===== src/rtl/hazard_ctrl_pkg.sv =====
// rtl/hazard_ctrl_pkg.sv - shared opcode constants, FSM states and class struct for hazard_ctrl
package hazard_ctrl_pkg;

    localparam logic [6:0] OP_R      = 7'b0110011;
    localparam logic [6:0] OP_I_ALU  = 7'b0010011;
    localparam logic [6:0] OP_LOAD   = 7'b0000011;
    localparam logic [6:0] OP_STORE  = 7'b0100011;
    localparam logic [6:0] OP_BRANCH = 7'b1100011;
    localparam logic [6:0] OP_JALR   = 7'b1100111;
    localparam logic [6:0] OP_JAL    = 7'b1101111;
    localparam logic [6:0] OP_LUI    = 7'b0110111;
    localparam logic [6:0] OP_AUIPC  = 7'b0010111;

    typedef enum logic {
        ST_RUN   = 1'b0,
        ST_FLUSH = 1'b1
    } hz_state_t;

    typedef struct packed {
        logic uses_rs1;
        logic uses_rs2;
        logic writes_rd;
    } iclass_t;

endpackage


===== src/rtl/hazard_ctrl_instr_class.sv =====
// rtl/hazard_ctrl_instr_class.sv - opcode to register-usage classification
module instr_class
    import hazard_ctrl_pkg::*;
(
    input  logic [6:0] opcode,
    output logic       uses_rs1,
    output logic       uses_rs2,
    output logic       writes_rd
);

    iclass_t cls;

    always_comb begin
        cls = '0;
        case (opcode)
            OP_R:      cls = '{uses_rs1: 1'b1, uses_rs2: 1'b1, writes_rd: 1'b1};
            OP_I_ALU:  cls = '{uses_rs1: 1'b1, uses_rs2: 1'b0, writes_rd: 1'b1};
            OP_LOAD:   cls = '{uses_rs1: 1'b1, uses_rs2: 1'b0, writes_rd: 1'b1};
            OP_STORE:  cls = '{uses_rs1: 1'b1, uses_rs2: 1'b1, writes_rd: 1'b0};
            OP_BRANCH: cls = '{uses_rs1: 1'b1, uses_rs2: 1'b1, writes_rd: 1'b0};
            OP_JALR:   cls = '{uses_rs1: 1'b1, uses_rs2: 1'b0, writes_rd: 1'b1};
            OP_JAL:    cls = '{uses_rs1: 1'b0, uses_rs2: 1'b0, writes_rd: 1'b1};
            OP_LUI:    cls = '{uses_rs1: 1'b0, uses_rs2: 1'b0, writes_rd: 1'b1};
            OP_AUIPC:  cls = '{uses_rs1: 1'b0, uses_rs2: 1'b0, writes_rd: 1'b1};
            default:   cls = '0;
        endcase
    end

    assign uses_rs1  = cls.uses_rs1;
    assign uses_rs2  = cls.uses_rs2;
    assign writes_rd = cls.writes_rd;

endmodule


===== src/rtl/hazard_ctrl.sv =====
// rtl/hazard_ctrl.sv - scoreboard RAW stall and branch flush controller for the decode stage
module hazard_ctrl
    import hazard_ctrl_pkg::*;
#(
    parameter int unsigned FLUSH_CYCLES = 1,
    parameter bit          WB_BYPASS    = 1'b0
) (
    input  logic        clk,
    input  logic        rst,
    input  logic [31:0] id_instr,
    input  logic        id_valid,
    input  logic        ex_branch_taken,
    input  logic        wb_write_enable,
    input  logic [4:0]  wb_write_addr,
    output logic        stall_if,
    output logic        stall_id,
    output logic        bubble_id,
    output logic        flush_if,
    output logic [31:0] stall_cycles,
    output logic        sb_error
);

    localparam logic [2:0] FC = 3'(FLUSH_CYCLES);

    logic [4:0] rd, rs1, rs2;
    logic       uses_rs1, uses_rs2, writes_rd;
    logic [1:0] cnt [32];
    logic       hz1, hz2, raw_hazard, flush, stall;
    logic       do_inc, do_dec, same, ovf, udf;
    hz_state_t  state, state_next;
    logic [2:0] fcnt, fcnt_next;
    logic       unused_funct;

    assign rd  = id_instr[11:7];
    assign rs1 = id_instr[19:15];
    assign rs2 = id_instr[24:20];
    assign unused_funct = ^{id_instr[31:25], id_instr[14:12]};

    instr_class u_class (
        .opcode    (id_instr[6:0]),
        .uses_rs1  (uses_rs1),
        .uses_rs2  (uses_rs2),
        .writes_rd (writes_rd)
    );

    // A retiring write with count 1 is invisible when the regfile forwards same-edge writes.
    always_comb begin
        hz1 = (rs1 != 5'd0) && (cnt[rs1] != 2'd0);
        hz2 = (rs2 != 5'd0) && (cnt[rs2] != 2'd0);
        if (WB_BYPASS && wb_write_enable && wb_write_addr == rs1 && cnt[rs1] == 2'd1)
            hz1 = 1'b0;
        if (WB_BYPASS && wb_write_enable && wb_write_addr == rs2 && cnt[rs2] == 2'd1)
            hz2 = 1'b0;
    end

    assign raw_hazard = id_valid & ((hz1 & uses_rs1) | (hz2 & uses_rs2));

    always_comb begin
        state_next = state;
        fcnt_next  = fcnt;
        case (state)
            ST_RUN: begin
                if (ex_branch_taken && FLUSH_CYCLES != 0) begin
                    state_next = ST_FLUSH;
                    fcnt_next  = FC;
                end
            end
            ST_FLUSH: begin
                if (ex_branch_taken) begin
                    fcnt_next = FC;
                end else if (fcnt == 3'd1) begin
                    state_next = ST_RUN;
                    fcnt_next  = 3'd0;
                end else begin
                    fcnt_next = fcnt - 3'd1;
                end
            end
            default: begin
                state_next = ST_RUN;
                fcnt_next  = 3'd0;
            end
        endcase
        // Reset is folded into flush so nothing issues or stalls while rst is held.
        flush     = rst | ex_branch_taken | (state == ST_FLUSH);
        stall     = raw_hazard & ~flush;
        stall_if  = stall;
        stall_id  = stall;
        bubble_id = raw_hazard | flush | ~id_valid;
        flush_if  = flush;
    end

    assign do_inc = id_valid & ~raw_hazard & ~flush & writes_rd & (rd != 5'd0);
    assign do_dec = wb_write_enable & (wb_write_addr != 5'd0);
    assign same   = do_inc & do_dec & (rd == wb_write_addr);
    assign ovf    = do_inc & ~same & (cnt[rd] == 2'd3);
    assign udf    = do_dec & ~same & (cnt[wb_write_addr] == 2'd0);

    always_ff @(posedge clk) begin
        if (rst) begin
            for (int r = 0; r < 32; r++) cnt[r] <= 2'd0;
            state        <= ST_RUN;
            fcnt         <= 3'd0;
            stall_cycles <= 32'd0;
            sb_error     <= 1'b0;
        end else begin
            state <= state_next;
            fcnt  <= fcnt_next;
            if (stall) stall_cycles <= stall_cycles + 32'd1;
            if (ovf | udf) sb_error <= 1'b1;
            for (int r = 1; r < 32; r++) begin
                if (do_inc && !same && rd == 5'(r) && cnt[r] != 2'd3)
                    cnt[r] <= cnt[r] + 2'd1;
                else if (do_dec && !same && wb_write_addr == 5'(r) && cnt[r] != 2'd0)
                    cnt[r] <= cnt[r] - 2'd1;
            end
        end
    end

endmodule


===== config.mk =====
export PLATFORM = sky130hd
export DESIGN_NAME = hazard_ctrl
export DESIGN_NICKNAME = d
export VERILOG_FILES = /design/src/rtl/hazard_ctrl_pkg.sv /design/src/rtl/hazard_ctrl_instr_class.sv /design/src/rtl/hazard_ctrl.sv
export SDC_FILE = /design/constraint.sdc
export NUM_CORES = 1
export LEC_CHECK = 0
export BUFFER_PORTS_ARGS = -buffer_cell sky130_fd_sc_hd__clkbuf_2
export CELL_PAD_IN_SITES_DETAIL_PLACEMENT = 1
export CELL_PAD_IN_SITES_GLOBAL_PLACEMENT = 1
export CORE_MARGIN = 8
export CORE_UTILIZATION = 49
export DETAILED_ROUTE_END_ITERATION = 12
export PLACE_DENSITY = 0.85
export SLEW_MARGIN = 10
export SYNTH_ARGS = -nofsm -noshare
export SYNTH_HDL_FRONTEND = slang
export SYNTH_SLANG_ARGS = --single-unit

===== constraint.sdc =====
create_clock -name clk -period 5.71 [get_ports clk]
set_input_delay 0.571 -clock clk [delete_from_list [all_inputs] [get_ports clk]]
set_output_delay 0.571 -clock clk [all_outputs]
set_load 0.005 [all_outputs]

==> results of run 1 <==
[registers in the layout (all words and copies together) (netlist names)]
name / cells
cnt: 62
fcnt: 3
sb_error: 1
stall_cycles: 32
state: 1
[layout make-up]
| cell class | count | area share [%] |
|---|---|---|
| inverter | 27 | 1.23 |
| timing repair buffer | 84 | 5.63 |
| clock buffer | 9 | 2.74 |
| tap | 188 | 2.86 |
| multi-input combinational | 705 | 54.9 |
| sequential | 99 | 31.6 |
| clock inverter | 7 | 1.00 |
[where the power goes]
part	leakage, nW	switching [W]	internal [W]
registers	0.934	0.0000351	0.000789
logic	1.78	0.000177	0.0000996
clock network	0.153	0.000313	0.000349
total	2.87	0.000526	0.00124
[logic make-up after synthesis]
group / after synthesis / share of synthesized area (%)
compound gates: 237 / 21.2
xor+xnor: 19 / 2.24
fa+ha+maj: 5 / 0.841
buf+inv: 80 / 4.39
flops: 99 / 35.0
mux: 30 / 8.07
simple gates: 414 / 28.3
[path summary, 6_finish.rpt]
kind                              endpoint  slack (ps)  cells after the start
max reg2reg       cnt[13][0]$_SDFFCE_PN0P_        1440                      9
min reg2reg  stall_cycles[11]$_SDFFE_PP0P_         520                      2
max               cnt[23][0]$_SDFFCE_PP0P_        1360                     10
min                   fcnt[2]$_SDFFE_PP0P_         440                      2
[metal layers]
metal  vias to the layer above  track usage, %  routed length [um]
met5                         -               0                   0
met4                         0            15.9                1430
met3                       114            5.27                2250
met2                       389            43.9               12400
met1                      3706            32.3               10300
li1                       3413               -                   -
[worst max-delay path, cell delays in order]
cell and delay [ps]:
clkbuf_2 110, nand2b_1 140, a2111oi_0 1090, inv_1 270, o22ai_2 540, o31ai_1 290, nor2_1 550, buf_4 340
a21oi_1 110, o21ai_0 350
[per-stage QoR]
step	std cells	hold WS, ps	cell area [um^2]
6_report	1119	439	8230
5_1_grt	1119	449	8230
4_1_cts	1119	432	8230
3_5_place_dp	1103	504	7920
3_3_place_gp	1103	463	7920
2_1_floorplan	884	466	7440
[synth_stat cells (7+ instances only)]
library cell	number
nand3_1	39
nor4_1	11
a31oi_1	9
dfxtp_1	37
and2_1	8
or3_1	24
mux4_2	24
buf_2	9
nor2_1	95
a2111oi_0	9
a21boi_0	12
nor2b_1	15
and3_1	9
xnor2_1	14
o21ai_0	57
nor3b_1	24
o31a_1	7
inv_1	25
a32oi_1	8
o41ai_1	9
a21oi_1	63
nand2b_1	27
edfxtp_1	62
a211oi_1	8
o22ai_1	9
nand2_1	95
clkbuf_1	35
a41o_1	8
nor3_1	38
==> impl_metrics.ini, run 1 <==
[clocking]
tritoncts = done
clk_path_buf_depth = 2
clkTransAtPathRegs_ps = 80
post_cts.resized_instances = 0
hold_buffer_count_at_cts = 0
clock_sink_count = 99
cts_buffers = 9
post-cts-setup-buffer-count = 0
cell_at_the_root_of_the_clock_tree = clkbuf_16
clk_latency_ps = 370
clock_tree.htree_level_count = 3

[yosys]
synth.yosys.warnings = 0
area_of_the_mapped_netlist_um2 = 7440
ys.flop_type = edfxtp_1
synth-edff-count = 62
synth.top_cell.area_share_pct = 25.0
synth-seq-area-share_pct = 35.0
synthCells = 884
ys_types = 69
syn_area_per_cell_um2 = 8.42
synthArstFlopShare_pct = 0
post_synth_main_area_contributors = edfxtp_1, dfxtp_1, mux4_2
net_count_of_the_mapped_netlist = 931
netlist.top_cell.by_area = edfxtp_1
post_synthesis_sequential_element_count = 99

[timing]
fmax_ghz = 0.230
clock-skew-final_ps = 10.8
report.final.slew_viol_count = 0
period_needed_ps = 4350
setup_ws_post_layout_ps = 1360
final-setup-viol-count = 0
final_hold_violation_count = 0
rsz0062_at_grt = false
slew_headroom_pct = 9.65
fin_tns_setup_ps = 0
final.period_utilization_pct = 76.1
tightestPinTransition_ps = 1320

[final_layout]
final_net_count = 973
final-seq-area_um2 = 2600
filler_cell_count = 1808
layout_common_cells = nand2_1, nor2_1, clkbuf_2
drive_gt1_share_pct = 14.9
finish.utilization_pct = 54.7
diodes = 0
layout_overhead_on_the_synthesized_area_pct = 10.6
area_of_combinational_cells_with_multiple_inputs_um2 = 4520

[job]
drv.max_cap_violation_count = 0

[critical_path]
cp-startpoint = id_instr[2]
critical_path.startpoint_type = primary input
cp_max_fo = 11
worst_ep_arrival_time_ps = 4370
end_kind = flip-flop
timing_worst_setup_path_type = primary input to flip-flop
critical_path.reg2reg.startpoint = cnt[29][0]$_SDFFCE_PP0P_
worstPathRequired_ps = 5730

[routing]
num_vias = 7622
firstDrtPassIters = 6
detail_route.wl_per_cell_um = 23.6
via_per_inst = 6.81
drc = 0
finalWirelength_um = 26400
drt_first_iter_violations = 764
antenna_left = 0

[min_path]
worst_hold_startpoint = ex_branch_taken
hold_class = primary input to flip-flop

[floorplan]
floorplan.die.width_um = 139
die_h_um = 139
top_level_pins = 79
start_util_pct = 49.5
floorplan.rows = 45
die_area_um2 = 19400
core_area_um2 = 15000

[placement]
io_buffers = 68
place.detailed.hpwl_um = 19100
routabilityCongestion = 0.932
pre_cts_ws_ps = 1270

[global_route]
overflow = 0
antenna_found_initial = 0
grt_pass1_wl_um = 41500
all_layer_gr_usage_pct = 26.8
first_global_vias = 7855
grt_max_degree = 87

[pwr]
max-vdd-ir-drop_uv = 132
cellPowerDensity_nw_per_um2 = 214
power.static_leakage_nw = 2.87
fin_total_pwr_w = 0.00176

[run_status]
outcome = finished clean
No activity file was read; power rests on OpenSTA's default activity.
==> run 2, diff against run 1 <==
- CORE_UTILIZATION: 49 -> 45
- PLACE_DENSITY: 0.85 -> 0.79
- clock period: 5.71 -> 4.1 ns (I/O delays scaled with it)
==> impl_metrics.ini, run 2 (synthesis gave the netlist of run 1 again) <==
[run_status]
outcome = finished clean

[routing]
firstDrtPassIters = 4
drc = 0
num_vias = 7539
antenna_left = 0
detail_route.wl_per_cell_um = 21.6
drt_first_iter_violations = 638
finalWirelength_um = 25600
via_per_inst = 6.37

[timing]
fmax_ghz = 0.266
fin_tns_setup_ps = 0
final-setup-viol-count = 0
report.final.slew_viol_count = 0
setup_ws_post_layout_ps = 344
tightestPinTransition_ps = 1020
period_needed_ps = 3760
final.period_utilization_pct = 91.6
final_hold_violation_count = 0
rsz0062_at_grt = false
clock-skew-final_ps = 8.66
slew_headroom_pct = 32.1

[floorplan]
start_util_pct = 45.5
die_h_um = 145
core_area_um2 = 16300
top_level_pins = 79
floorplan.rows = 47
floorplan.die.width_um = 145
die_area_um2 = 20900

[global_route]
overflow = 0
antenna_found_initial = 0
all_layer_gr_usage_pct = 25.1
first_global_vias = 7624
grt_pass1_wl_um = 40700
grt_max_degree = 62

[clocking]
clk_path_buf_depth = 2
post_cts.resized_instances = 0
post-cts-setup-buffer-count = 0
tritoncts = done
clkTransAtPathRegs_ps = 70
cts_buffers = 9
clk_latency_ps = 360
clock_tree.htree_level_count = 3
hold_buffer_count_at_cts = 0
cell_at_the_root_of_the_clock_tree = clkbuf_16
clock_sink_count = 99

[min_path]
hold_class = primary input to flip-flop

[pwr]
power.static_leakage_nw = 3.03
max-vdd-ir-drop_uv = 193
cellPowerDensity_nw_per_um2 = 290

[critical_path]
worst_path_largest_cell_delay_ps = 610
path_delay_family = compound AO/OA/AOI/OAI gates
crit_slowest_cell = a2111oi_0
timing_worst_setup_path_type = flip-flop to output port
worstPathRequired_ps = 3690
critical_path.startpoint_type = flip-flop
worst_ep_arrival_time_ps = 3350
worstPathBufferInverterCount = 2
crit_path_cells = nor2_1 -> a2111oi_0 -> nor4_1 -> a22o_1 -> o22ai_2 -> buf_4 -> or2_0 -> and2_1 -> clkbuf_2
cp_max_fo = 7
end_kind = output port

[final_layout]
largest_register_ffs = 62
layout_common_cells = nand2_1, nor2_1, clkbuf_2
finish.utilization_pct = 52.1
largest_registers = cnt (62), stall_cycles (32), fcnt (3)
layout_overhead_on_the_synthesized_area_pct = 14.4
layoutNonFillerInstCount = 1183
drive_gt1_share_pct = 17.5
diodes = 0
filler_cell_count = 2001
max_flop_register = cnt
final_net_count = 1005

[placement]
io_buffers = 68
routabilityCongestion = 0.927
pre_cts_ws_ps = 243
placed_cells = 1167
place.detailed.hpwl_um = 19100

[job]
drv.max_cap_violation_count = 0
[run 2: metal layers]
layer,up-vias,track usage (%),routed length (um)
met5,-,0,0
met4,0,9.91,758
met3,58,4.95,2010
met2,316,40.5,11700
met1,3686,32.3,11100
li1,3479,-,-
[run 2: final timing paths]
kind         slack (ps)                     startpoint  cells after the start                             to
min                 290                ex_branch_taken                      2           fcnt[2]$_SDFFE_PP0P_
max reg2reg         440       cnt[29][0]$_SDFFCE_PP0P_                     11       cnt[22][1]$_SDFFCE_PP0P_
min reg2reg         500  stall_cycles[31]$_SDFFE_PP0P_                      2  stall_cycles[31]$_SDFFE_PP0P_
max                 340           cnt[17][0]$_DFFE_PP_                      9                       stall_id
[run 2: power breakdown]
| group | switching, W | internal (W) |
|---|---|---|
| Sequential | 0.0000491 | 0.00110 |
| Combinational | 0.000247 | 0.000154 |
| Clock | 0.000407 | 0.000511 |
| Total | 0.000703 | 0.00176 |
[run 2: final cells by class]
type                       count  area, um^2  area share (%)
tap                          220         275            3.23
clock buffer                  10         250            2.94
inverter                      27         101            1.19
timing repair buffer         116         703            8.26
clock inverter                 6        60.1           0.706
sequential                    99        2600            30.6
multi-input combinational    705        4520            53.1
[run 2: per-stage QoR]
step / instance area (um^2) / hold WS [ps] / power, W
after CTS: 8510 / 288 / 0.00248
final: 8510 / 294 / 0.00247
after global routing: 8510 / 294 / 0.00255
after global placement: 8200 / 460 / 0.00155
after detailed placement: 8200 / 488 / 0.00156
after floorplan: 7440 / 466 / 0.00141
==> run 3, diff against run 2 <==
--- a/config.mk
+++ b/config.mk
@@ -12,2 +12,3 @@
 export CORE_UTILIZATION = 45
+export CTS_CLUSTER_DIAMETER = 200
 export DETAILED_ROUTE_END_ITERATION = 12
==> constraint.sdc (replaced) <==
create_clock -name clk -period 4.1 [get_ports clk]
set_input_delay 0.205 -clock clk [delete_from_list [all_inputs] [get_ports clk]]
set_output_delay 0.205 -clock clk [all_outputs]
set_load 0.005 [all_outputs]
==> impl_metrics.ini, run 3 (synthesis gave the netlist of run 1 again) <==
[timing]
tightestPinTransition_ps = 1040
slew_headroom_pct = 30.5
final_hold_violation_count = 0
final.period_utilization_pct = 94.6
final-setup-viol-count = 0
fmax_ghz = 0.258
rsz0062_at_grt = false
clock-skew-final_ps = 11.9
fin_tns_setup_ps = 0
report.final.slew_viol_count = 0
setup_ws_post_layout_ps = 220
period_needed_ps = 3880

[placement]
routabilityCongestion = 0.930
pre_cts_ws_ps = 175
place.detailed.hpwl_um = 18800
io_buffers = 68

[floorplan]
floorplan.die.width_um = 145
core_area_um2 = 16300
start_util_pct = 45.5
die_area_um2 = 20900
top_level_pins = 79
die_h_um = 145
floorplan.rows = 47

[pwr]
power.static_leakage_nw = 3.00
max-vdd-ir-drop_uv = 214
cellPowerDensity_nw_per_um2 = 283
fin_total_pwr_w = 0.00240

[final_layout]
drive_gt1_share_pct = 17.2
diodes = 0
filler_cell_count = 1984
final_net_count = 1000
finish.utilization_pct = 51.7
layout_overhead_on_the_synthesized_area_pct = 13.6
largest_register_ffs = 62
max_flop_register = cnt
largest_registers = cnt (62), stall_cycles (32), fcnt (3)
layout_common_cells = nand2_1, nor2_1, clkbuf_2

[clocking]
tritoncts = done
post-cts-setup-buffer-count = 0
clk_path_buf_depth = 2
clock_tree.htree_level_count = 3
clk_latency_ps = 360
hold_buffer_count_at_cts = 0
clock_sink_count = 99
cts_buffers = 9
clkTransAtPathRegs_ps = 70
post_cts.resized_instances = 0
cell_at_the_root_of_the_clock_tree = clkbuf_16

[global_route]
overflow = 0
antenna_found_initial = 0
all_layer_gr_usage_pct = 24.5
grt_max_degree = 60
grt_pass1_wl_um = 39900
first_global_vias = 7532

[min_path]
min_delay_worst_endpoint = fcnt[2]$_SDFFE_PP0P_
min_path_cells = 2
hold_class = primary input to flip-flop
worst_hold_startpoint = ex_branch_taken

[critical_path]
worstPathBufferInverterCount = 1
critical_path.startpoint_type = flip-flop
r2r_slack_ps = 220
end_kind = flip-flop
worst_ep_arrival_time_ps = 3990
rr_worst_depth = 10
crit_path_cells = nor2_1 -> a2111oi_0 -> nor4_1 -> a22o_1 -> o22ai_2 -> o31ai_1 -> or2_1 -> buf_4 -> o21ai_0 -> a21o_1
timing_worst_setup_path_type = flip-flop to flip-flop
rr_endpoint = cnt[31][1]$_SDFFCE_PP0P_
crit_slowest_cell = o31ai_1
worstPathRequired_ps = 4210
critical_path.reg2reg.startpoint = cnt[27][0]$_SDFFCE_PP0P_
worst-path-stages = 10
cp_max_fo = 10
worst_path_largest_cell_delay_ps = 660
path_delay_family = compound AO/OA/AOI/OAI gates

[routing]
drt_first_iter_violations = 644
num_vias = 7505
antenna_left = 0
detail_route.wl_per_cell_um = 21.2
drc = 0
finalWirelength_um = 25000
firstDrtPassIters = 5
via_per_inst = 6.37

[run_status]
outcome = finished clean

[job]
drv.max_cap_violation_count = 0
## run 3: cell types whose count changed in the layout (fill, tap and decap cells not counted), sizes merged
cell,delta
clkinv,-1
inv,-1
clkbuf,+3
bufinv,-1
buf,-5
## run 3: metal layers
layer	GRT usage (%)	part of all wire (%)	up-vias
met5	0	0	-
li1	-	-	3468
met4	11.1	3.9	0
met1	31.7	44	3660
met3	5.15	7.4	71
met2	38.7	45	306
## run 3: how the worst max path moves through the flow
stage	startpoint	endpoint
floorplan	cnt[4][0]$_SDFFCE_PN0P_	cnt[13][0]$_SDFFCE_PN0P_
detailed placement	id_instr[15]	cnt[15][0]$_SDFFCE_PN0P_
finish	cnt[27][0]$_SDFFCE_PP0P_	cnt[31][1]$_SDFFCE_PP0P_
global placement	id_instr[15]	cnt[15][0]$_SDFFCE_PN0P_
CTS	cnt[27][0]$_SDFFCE_PP0P_	cnt[15][1]$_SDFFCE_PN0P_
global route	cnt[27][0]$_SDFFCE_PP0P_	cnt[31][1]$_SDFFCE_PP0P_
## run 3: worst reg2reg max path: stages, from the launching register on
cell and delay [ps]:
edfxtp_1 430, nor2_1 370, a2111oi_0 230, nor4_1 430
a22o_1 230, o22ai_2 200, o31ai_1 660, or2_1 560
buf_4 240, o21ai_0 80, a21o_1 200
## run 3: through the flow
step           std cells  hold WS [ps]  cell area (um^2)
5_1_grt             1178           120              8450
3_3_place_gp        1162           454              8160
3_5_place_dp        1162           458              8160
4_1_cts             1178          86.5              8450
2_1_floorplan        884           282              7440
6_report            1178          94.5              8450
## run 3: layout make-up
cell class	instances	area [um^2]	area share [%]
clock inverters	3	20.0	0.237
multi-input cells	705	4520	53.5
repair buffers	111	666	7.87
well taps	220	275	3.26
clock buffers	13	270	3.20
flip-flops and latches	99	2600	30.8
inverters	27	101	1.20
## run 3: where the power goes
part	internal, W	switching (W)
registers	0.00110	0.0000479
logic	0.000150	0.000241
clock network	0.000463	0.000394
